`src/rtl/taptempo_pkg.sv`:
```
// Shared constants, width helpers and FSM encoding for the tap-tempo blocks.
package taptempo_pkg;

    localparam int BPM_MAX    = 250;
    localparam int TP_PER_MIN = 60000;

    function automatic int bpm_width(input int bpm_max);
        return $clog2(bpm_max + 1);
    endfunction

    function automatic int cnt_width(input int tp_per_min);
        return $clog2(tp_per_min + 1);
    endfunction

    typedef enum logic [1:0] {
        IDLE  = 2'd0,
        COUNT = 2'd1,
        DIV   = 2'd2,
        DONE  = 2'd3
    } state_e;

endpackage

```
`src/rtl/divider_serial.sv`:
```
// Restoring unsigned divider, one quotient bit per cycle, start/done handshake.
module divider_serial #(
    parameter int DATA_W = 16
) (
    input  logic              clk_i,
    input  logic              rstn_i,
    input  logic              start_i,
    input  logic [DATA_W-1:0] dividend_i,
    input  logic [DATA_W-1:0] divisor_i,
    output logic [DATA_W-1:0] quotient_o,
    output logic              done_o
);

    localparam int CW = $clog2(DATA_W + 1);

    logic [DATA_W:0]   rem;
    logic [DATA_W-1:0] quo;
    logic [DATA_W-1:0] dsr;
    logic [CW-1:0]     step;
    logic              busy;
    logic [DATA_W:0]   rem_sh;
    logic [DATA_W:0]   diff;
    logic              take;

    // Shift the next dividend bit into the partial remainder and trial-subtract.
    always_comb begin
        rem_sh = {rem[DATA_W-1:0], quo[DATA_W-1]};
        diff   = rem_sh - {1'b0, dsr};
        take   = (rem_sh >= {1'b0, dsr});
    end

    always_ff @(posedge clk_i or negedge rstn_i) begin
        if (!rstn_i) begin
            rem    <= '0;
            quo    <= '0;
            dsr    <= '0;
            step   <= '0;
            busy   <= 1'b0;
            done_o <= 1'b0;
        end else begin
            done_o <= 1'b0;
            if (start_i) begin
                rem  <= '0;
                quo  <= dividend_i;
                dsr  <= divisor_i;
                step <= CW'(DATA_W);
                busy <= 1'b1;
            end else if (busy) begin
                rem  <= take ? diff : rem_sh;
                quo  <= {quo[DATA_W-2:0], take};
                step <= step - CW'(1);
                if (step == CW'(1)) begin
                    busy   <= 1'b0;
                    done_o <= 1'b1;
                end
            end
        end
    end

    assign quotient_o = quo;

endmodule

```
`src/rtl/bpm_calc.sv`:
```
// Tap-tempo BPM calculator: measures tp_i periods between taps and divides.
// Define BPM_AVERAGE_EN to average the last four periods before dividing.
module bpm_calc
    import taptempo_pkg::*;
#(
    parameter int BPM_MAX    = taptempo_pkg::BPM_MAX,
    parameter int TP_PER_MIN = taptempo_pkg::TP_PER_MIN
) (
    input  logic                          clk_i,
    input  logic                          rstn_i,
    input  logic                          tp_i,
    input  logic                          btn_i,
    output logic [bpm_width(BPM_MAX)-1:0] bpm_o,
    output logic                          bpm_valid
);

    localparam int W  = cnt_width(TP_PER_MIN);
    localparam int BW = bpm_width(BPM_MAX);
`ifdef BPM_AVERAGE_EN
    localparam int DW = W + 2;
    localparam logic [DW-1:0] DIVIDEND = DW'(4 * TP_PER_MIN);
`else
    localparam int DW = W;
    localparam logic [DW-1:0] DIVIDEND = DW'(TP_PER_MIN);
`endif

    state_e        state, state_nxt;
    logic [W-1:0]  cnt;
    logic          latch, go_div, div_start, div_done, div_zero;
    logic [DW-1:0] divisor, quotient;

    function automatic logic [BW-1:0] sat_bpm(input logic [DW-1:0] q);
        if (q > DW'(BPM_MAX))
            return BW'(BPM_MAX);
        return q[BW-1:0];
    endfunction

    assign latch = (state == COUNT) && btn_i;

    // Any tap restarts the period; a tp_i coinciding with the tap is dropped.
    always_ff @(posedge clk_i or negedge rstn_i) begin
        if (!rstn_i)
            cnt <= '0;
        else if (btn_i)
            cnt <= '0;
        else if (tp_i && (cnt != W'(TP_PER_MIN)))
            cnt <= cnt + W'(1);
    end

`ifdef BPM_AVERAGE_EN
    logic [W-1:0] hist [4];
    logic [2:0]   hist_n;
    logic         start_q;

    // History shifts on the tap; the divider starts a cycle later on the new sum.
    always_ff @(posedge clk_i or negedge rstn_i) begin
        if (!rstn_i) begin
            for (int i = 0; i < 4; i++)
                hist[i] <= '0;
            hist_n  <= '0;
            start_q <= 1'b0;
        end else begin
            start_q <= go_div;
            if (latch) begin
                hist[0] <= cnt;
                for (int i = 1; i < 4; i++)
                    hist[i] <= hist[i-1];
                if (hist_n != 3'd4)
                    hist_n <= hist_n + 3'd1;
            end
        end
    end

    assign go_div    = latch && (hist_n >= 3'd3);
    assign div_start = start_q;
    assign divisor   = DW'(hist[0]) + DW'(hist[1]) + DW'(hist[2]) + DW'(hist[3]);
`else
    assign go_div    = latch;
    assign div_start = latch;
    assign divisor   = cnt;
`endif

    always_ff @(posedge clk_i or negedge rstn_i) begin
        if (!rstn_i)
            div_zero <= 1'b0;
        else if (div_start)
            div_zero <= (divisor == '0);
    end

    always_ff @(posedge clk_i or negedge rstn_i) begin
        if (!rstn_i)
            state <= IDLE;
        else
            state <= state_nxt;
    end

    always_comb begin
        state_nxt = state;
        case (state)
            IDLE:    if (btn_i)    state_nxt = COUNT;
            COUNT:   if (go_div)   state_nxt = DIV;
            DIV:     if (div_done) state_nxt = DONE;
            DONE:                  state_nxt = COUNT;
            default:               state_nxt = IDLE;
        endcase
    end

    always_ff @(posedge clk_i or negedge rstn_i) begin
        if (!rstn_i) begin
            bpm_o     <= '0;
            bpm_valid <= 1'b0;
        end else begin
            bpm_valid <= (state == DONE);
            if (state == DONE)
                bpm_o <= div_zero ? BW'(BPM_MAX) : sat_bpm(quotient);
        end
    end

    divider_serial #(
        .DATA_W(DW)
    ) u_div (
        .clk_i      (clk_i),
        .rstn_i     (rstn_i),
        .start_i    (div_start),
        .dividend_i (DIVIDEND),
        .divisor_i  (divisor),
        .quotient_o (quotient),
        .done_o     (div_done)
    );

endmodule

```
`config.mk`:
```
export PLATFORM = sky130hd
export DESIGN_NAME = bpm_calc
export DESIGN_NICKNAME = d
export VERILOG_FILES = /design/src/rtl/taptempo_pkg.sv /design/src/rtl/divider_serial.sv /design/src/rtl/bpm_calc.sv
export SDC_FILE = /design/constraint.sdc
export NUM_CORES = 1
export LEC_CHECK = 0
export ABC_CLOCK_PERIOD_IN_PS = 2550
export BUFFER_PORTS_ARGS = -buffer_cell sky130_fd_sc_hd__buf_4
export CORE_UTILIZATION = 45
export CTS_CLUSTER_DIAMETER = 40
export DETAILED_ROUTE_END_ITERATION = 8
export SLEW_MARGIN = 5
export SYNTH_ARGS = -nofsm -noshare
export SYNTH_HDL_FRONTEND = slang
export SYNTH_SLANG_ARGS = --single-unit
```
`constraint.sdc`:
```
create_clock -name clk_i -period 2.55 [get_ports clk_i]
set_clock_uncertainty 0.05 [all_clocks]
set_input_delay 0.51 -clock clk_i [delete_from_list [all_inputs] [get_ports clk_i]]
set_output_delay 0.51 -clock clk_i [all_outputs]
set_load 0.01 [all_outputs]
```
==> results of run 1 <==
-- cell families after synthesis --
kind of cell             count (synthesis)  synth area share (%)
AND/OR/NAND/NOR                        157                  16.5
AO/OA/AOI/OAI                          114                  14.7
flip-flops                              83                  45.5
buffers and inverters                   55                  4.75
multiplexers                            29                  6.45
XOR/XNOR                                26                  4.99
adder cells (fa/ha/maj)                 25                  7.02
-- timing repair --
action	4_1_cts	5_1_grt
gates resized for setup	0	1
setup endpoints to repair	0	1
hold endpoints to repair	0	0
-- cells in the mapped netlist, types with 2 or more instances --
cell and count:
dfrtp_1 83, nand2_1 55, nor2_1 48, o21ai_0 46
a21oi_1 36, inv_1 34, mux2i_1 26, ha_1 24
clkbuf_1 14, xnor2_1 14, xor2_1 12, nand4_1 10
nand2b_1 6, nand3_1 6, nor3_1 5, nor4_1 5
o22a_1 5, a31oi_1 4, buf_1 4, nor2b_1 4
o21ai_1 4, or3_1 4, and3_1 3, o211ai_1 3
o21a_1 3, and2_1 2, buf_2 2, mux2_1 2
-- sequential cells by signal, summed over array words and instances (netlist names) --
register / flops
u_div.step: 5
bpm_valid: 1
u_div.rem: 16
u_div.dsr: 16
cnt: 16
bpm_o: 8
u_div.done_o: 1
div_zero: 1
u_div.quotient_o: 16
u_div.busy: 1
state: 2
-- metal layers --
layer  global-route usage (%)  vias to the layer above  share of wire, %
met5                        0                        -                 0
met2                     31.3                       54                47
li1                         -                     1703                 -
met1                     26.0                     1648                48
met3                     3.66                       16               2.8
met4                     7.91                        0               2.2
-- cells in the final DEF, fill, tap and decap left out, drive strengths merged, types with 6 or more instances in the layout --
cell | synthesis | final
o21ai | 50 | 50
ha | 24 | 24
nor2 | 48 | 48
nand2b | 6 | 6
nand2 | 55 | 55
nand3 | 7 | 7
xor2 | 12 | 12
nand4 | 11 | 11
a21oi | 36 | 36
clkbuf | 14 | 9
buf | 7 | 21
xnor2 | 14 | 14
mux2i | 26 | 26
inv | 34 | 37
dfrtp | 83 | 83
-- through the flow --
step / cells / hold slack (ps)
after floorplan: 489 / 164
after global placement: 622 / 417
after detailed placement: 622 / 421
after CTS: 638 / 139
after global routing: 638 / 157
final: 638 / 114
-- layout make-up --
type                    instances  area share, %
clock buffers                   9           2.46
clock inverters                 7           1.67
inverters                      34           2.54
multi-input cells             351           45.1
flip-flops and latches         83           41.3
well taps                     133           3.31
repair buffers                 21           3.63
-- path summary, 6_finish.rpt --
kind                       slack, ps  depth (start not counted)                   endpoint
max                              140                         10  u_div.rem[14]$_DFFE_PN0P_
min                              110                          1       bpm_o[1]$_DFFE_PN0P_
max reg2reg                      140                         10  u_div.rem[14]$_DFFE_PN0P_
min reg2reg                      440                          2       div_zero$_DFFE_PN0P_
max in group asynchronous       1730                          2   u_div.rem[3]$_DFFE_PN0P_
min in group clk_i               400                          2         cnt[5]$_DFFE_PN0P_
-- where the power goes --
part / internal (W) / total, W / switching [W]
registers: 0.00170 / 0.00202 / 0.000315
clock network: 0.000469 / 0.000998 / 0.000529
logic: 0.00149 / 0.00328 / 0.00179
total: 0.00366 / 0.00630 / 0.00264
-- critical path, cell delays in order (launching register included) --
cell and delay, ps:
dfrtp_1 390, inv_1 90, ha_1 180, fa_1 250
nor2b_4 60, o31a_1 260, or3_1 310, a21o_1 200
a311oi_2 290, xor2_1 160, o21ai_1 80
==> reports/metrics.yaml, run 1 <==
clock_path_buffers: 2
die_w_microns: 103
rsz0062_at_grt: "no"
grt_pass1_vias: 3293
cts_tree: "done"
max_slew_margin_pct: 55.7
finish.utilization_pct: 51.3
ys_ff_latch: 83
grt.overflow.total: 0
finalCriticalPeriod_ps: 2410
core_area_sq_um: 9820
routed-via-count: 3421
synth.area.top_cells: "dfrtp_1 (46%), ha_1 (6.6%), mux2i_1 (5.7%)"
critPathLaunchType: "register"
endpoint_kind: "register"
syn_area_sq_um: 4560
async_flop_share_pct: 100
drc: 0
r2r_start: "u_div.quotient_o[15]$_DFFE_PN0P_"
num_rows: 36
first_pass_iters: 4
drive_above_1_share_pct: 9.50
grt.total_usage_pct: 19.5
drtIter0Drc: 95
p_leak_nw: 2.29
vias_per_cell: 5.36
antenna_cells: 0
yosysUniqueCellTypes: 53
worst_ep_required_time_ps: 2760
syn_area_per_cell_sq_um: 9.33
fin_nets: 529
fmax_mhz: 415
clk_latency_ps: 360
worst_setup_hold_path_clk_slew_ps: 100
dp_hpwl_mm: 6.56
path_class: "register to register"
pre_cts_ws_ps: 145
yosysTopAreaCellShare_pct: 45.5
ios: 13
cts_buffers: 9
hp-class: "input port to async pin"
power.density_nw_per_um2: 1250
setup_viol: 0
detail-route-antenna-nets: 0
h-tree-depth: 3
cts-root-buf: "clkbuf_8"
seq_area_frac_synth_pct: 45.5
wl_per_cell_microns: 14.5
start_util_pct: 46.4
place_congestion: 0.852
grt_pass1_wl_mm: 15.8
worstMarginPinSlew_ps: 665
portBuffers: 12
yosysTopAreaCell: "dfrtp_1"
synth-edff-count: 0
regArea_sq_um: 2080
synthToLayoutAreaGrowth_pct: 10.4
grt_max_degree: 53
antenna_found_initial: 0
cts.sinks: 83
syn-num-nets: 518
design_area_sq_um: 5030
maxSlewViolCount: 0
multi_input_area_sq_um: 2270
startpoint: "u_div.quotient_o[15]$_DFFE_PN0P_"
setup_ws_ps: 141
timing_hold_violations_final: 0
vdd_drop_max_mv: 0.438
status: "complete, no violations"
totalWireLength_mm: 9.28
synthCells: 489
total_power_w: 0.00630
crit_fanout: 3
fin_setup_tns_ps: 0
die-area_sq_um: 10500
synthFlopType: "dfrtp_1"
post_cts_buffers: 0
arrival_ps: 2620
placed_area_sq_um: 4820
fillerInstances: 943
die_h_microns: 103
yosysWarnings: 0
ctsHoldBuffers: 0
drv_cap: 0
finalCritPeriodShare_pct: 94.5
Power figures use the tool's default switching activity.
==> inputs of run 2 (changes only) <==
Settings changed: ABC_AREA set to 1.
==> run 2 against run 1 <==
  * First-iteration DRC count rose by 140%
  * Highest routed layer unchanged
  * Setup slack improved by 250 ps
  * Count of clock-buffer cells in the layout rose by 2
  * Critical path type unchanged
==> reports/metrics.yaml, run 2 <==
drive_above_1_share_pct: 7.38
synth_xor_area_share_pct: 2.29
first_pass_iters: 5
yosysTopAreaCellShare_pct: 41.7
ys_top_cells_by_count: "nand2_1 (203), inv_1 (110), dfrtp_1 (83)"
seq_area_frac_synth_pct: 41.7
start_util_pct: 46.1
muxShareOfSynthArea_pct: 0
h-tree-depth: 3
cts-root-buf: "clkbuf_8"
final_cell_mix: "nand2_1 (203), inv_1 (110), dfrtp_1 (83), nand3_1 (50), nor2_1 (33)"
syn-num-nets: 700
synth.area.top_cells: "dfrtp_1 (42%), nand2_1 (15%), inv_1 (8.3%)"
drc: 0
ys_ff_latch: 83
synthFlopType: "dfrtp_1"
die_h_microns: 107
cts.sinks: 83
fin_setup_tns_ps: 0
critPathLaunchType: "register"
vias_per_cell: 5.16
wl_per_cell_microns: 14.4
ios: 13
worst_setup_hold_path_clk_slew_ps: 90
p_switching_w: 0.00300
die_w_microns: 107
num_rows: 38
core_area_sq_um: 10800
drtIter0Drc: 225
grt_max_degree: 40
cts_buffers: 9
synth_compound_area_share_pct: 8.83
die-area_sq_um: 11500
r2r_start: "u_div.dsr[14]$_DFFE_PN0P_"
fillerInstances: 1073
clk_latency_ps: 360
yosysUniqueCellTypes: 33
syn_area_sq_um: 4980
grt.total_usage_pct: 23.1
yosysWarnings: 0
seq_power_share_pct: 29.7
status: "complete, no violations"
finalCritPeriodShare_pct: 84.6
design_area_sq_um: 5450
endpoint_kind: "register"
synth_most_common_cell: "nand2_1"
worst_ep_required_time_ps: 2750
worstMarginPinSlew_ps: 565
p_clk_share_pct: 16.2
detail-route-antenna-nets: 0
cts_tree: "done"
ctsHoldBuffers: 0
ctsResizeCount: 0
synth-edff-count: 0
fmax_mhz: 464
max_slew_margin_pct: 62.4
path_class: "register to register"
p_comb_share_pct: 54.2
swShare_pct: 46.0
p_int_w: 0.00353
timing.reg2reg.worst_path_depth: 11
power.density_nw_per_um2: 1200
clock_path_buffers: 2
totalWireLength_mm: 12.0
layout_commonest_cell: "nand2_1"
antenna_cells: 0
crit_fanout: 13
hp-class: "input port to async pin"
placed_area_sq_um: 5230
drv_cap: 0
portBuffers: 12
grt_pass1_wl_mm: 20.4
finalCriticalPeriod_ps: 2160
maxSlewViolCount: 0
post_cts_buffers: 0
r2r-end: "u_div.rem[3]$_DFFE_PN0P_"
rsz0062_at_grt: "no"
total_power_w: 0.00653
arrival_ps: 2350
dp_hpwl_mm: 8.79
synthToLayoutAreaGrowth_pct: 9.53
r2r_slack_ps: 390
synth_top_family_by_area: "simple AND/OR/NAND/NOR gates"
synth-simple-area-share_pct: 30.6
grt_pass1_vias: 4168
place_congestion: 0.924
grt.overflow.total: 0
synthAdderAreaFrac_pct: 6.44
timing_hold_violations_final: 0
antenna_found_initial: 0
p_leak_nw: 2.70
synthCells: 671
routed-via-count: 4288
yosysTopAreaCell: "dfrtp_1"
syn_area_per_cell_sq_um: 7.42
vdd_drop_max_mv: 0.516
fin_nets: 715
setup_viol: 0
async_flop_share_pct: 100
run 2: metal layers:
metal / share of wire (%) / GRT usage, %
met4: 1.8 / 8.32
met1: 50 / 33.1
met3: 3.5 / 3.89
met2: 45 / 34.9
met5: 0 / 0
run 2: how the worst max path moves through the flow:
stage | from | endpoint | slack, ps | cells past startpoint
floorplan | u_div.dsr[3]$_DFFE_PN0P_ | u_div.rem[3]$_DFFE_PN0P_ | 760 | 13
global placement | u_div.dsr[14]$_DFFE_PN0P_ | u_div.rem[0]$_DFFE_PN0P_ | 430 | 11
detailed placement | u_div.dsr[14]$_DFFE_PN0P_ | u_div.rem[15]$_DFFE_PN0P_ | 430 | 12
CTS | u_div.dsr[14]$_DFFE_PN0P_ | u_div.rem[13]$_DFFE_PN0P_ | 400 | 12
global route | u_div.dsr[14]$_DFFE_PN0P_ | u_div.rem[12]$_DFFE_PN0P_ | 150 | 11
finish | u_div.dsr[14]$_DFFE_PN0P_ | u_div.rem[3]$_DFFE_PN0P_ | 390 | 11
run 2: kinds of logic (layout without fill, tap and decap cells):
kind of cell,after synthesis,in the layout
AOI/OAI and AO/OA,77,77
xor gates and xnor gates,13,13
adders and majority gates,25,25
buffers and inverters,129,149
DFF,83,83
and+or+nand+nor,344,344
run 2: layout make-up:
cell class                      instances  area [sq um]  share of cell area [%]
Clock buffer                           11           131                    2.41
Clock inverter                          5          86.3                    1.58
Inverter                              113           424                    7.78
Multi-Input combinational cell        459          2390                    43.9
Sequential cell                        83          2080                    38.1
Tap cell                              140           175                    3.21
Timing Repair Buffer                   20           163                    2.98
run 2: critical path, cell delays in order (launching register included):
cell and delay, ps:
dfrtp_1 390, inv_1 60, ha_1 360, a21oi_1 220
nor2_1 70, nor2_1 130, nand2_1 130, nor2_4 150
buf_4 230, nand3b_1 100, nand3_1 110, nand2_1 60
run 2: power groups by stage:
stage	Sequential [W]	Clock, W	Combinational [W]
5_1_grt	0.00199	0.00116	0.00408
6_report	0.00194	0.00106	0.00354
3_5_place_dp	0.00196	0	0.00352
4_1_cts	0.00194	0.00110	0.00354
3_3_place_gp	0.00196	0	0.00349
2_1_floorplan	0.00190	0	0.00273
run 2: metrics by stage:
step	utilization (%)	hold WS [ps]	setup WS [ps]	instances
after floorplan	-	164	757	671
after global placement	48.5	404	428	815
after detailed placement	48.5	416	429	815
after CTS	50.5	95.4	396	831
after global routing	50.5	123	149	831
final	50.5	94.2	394	831
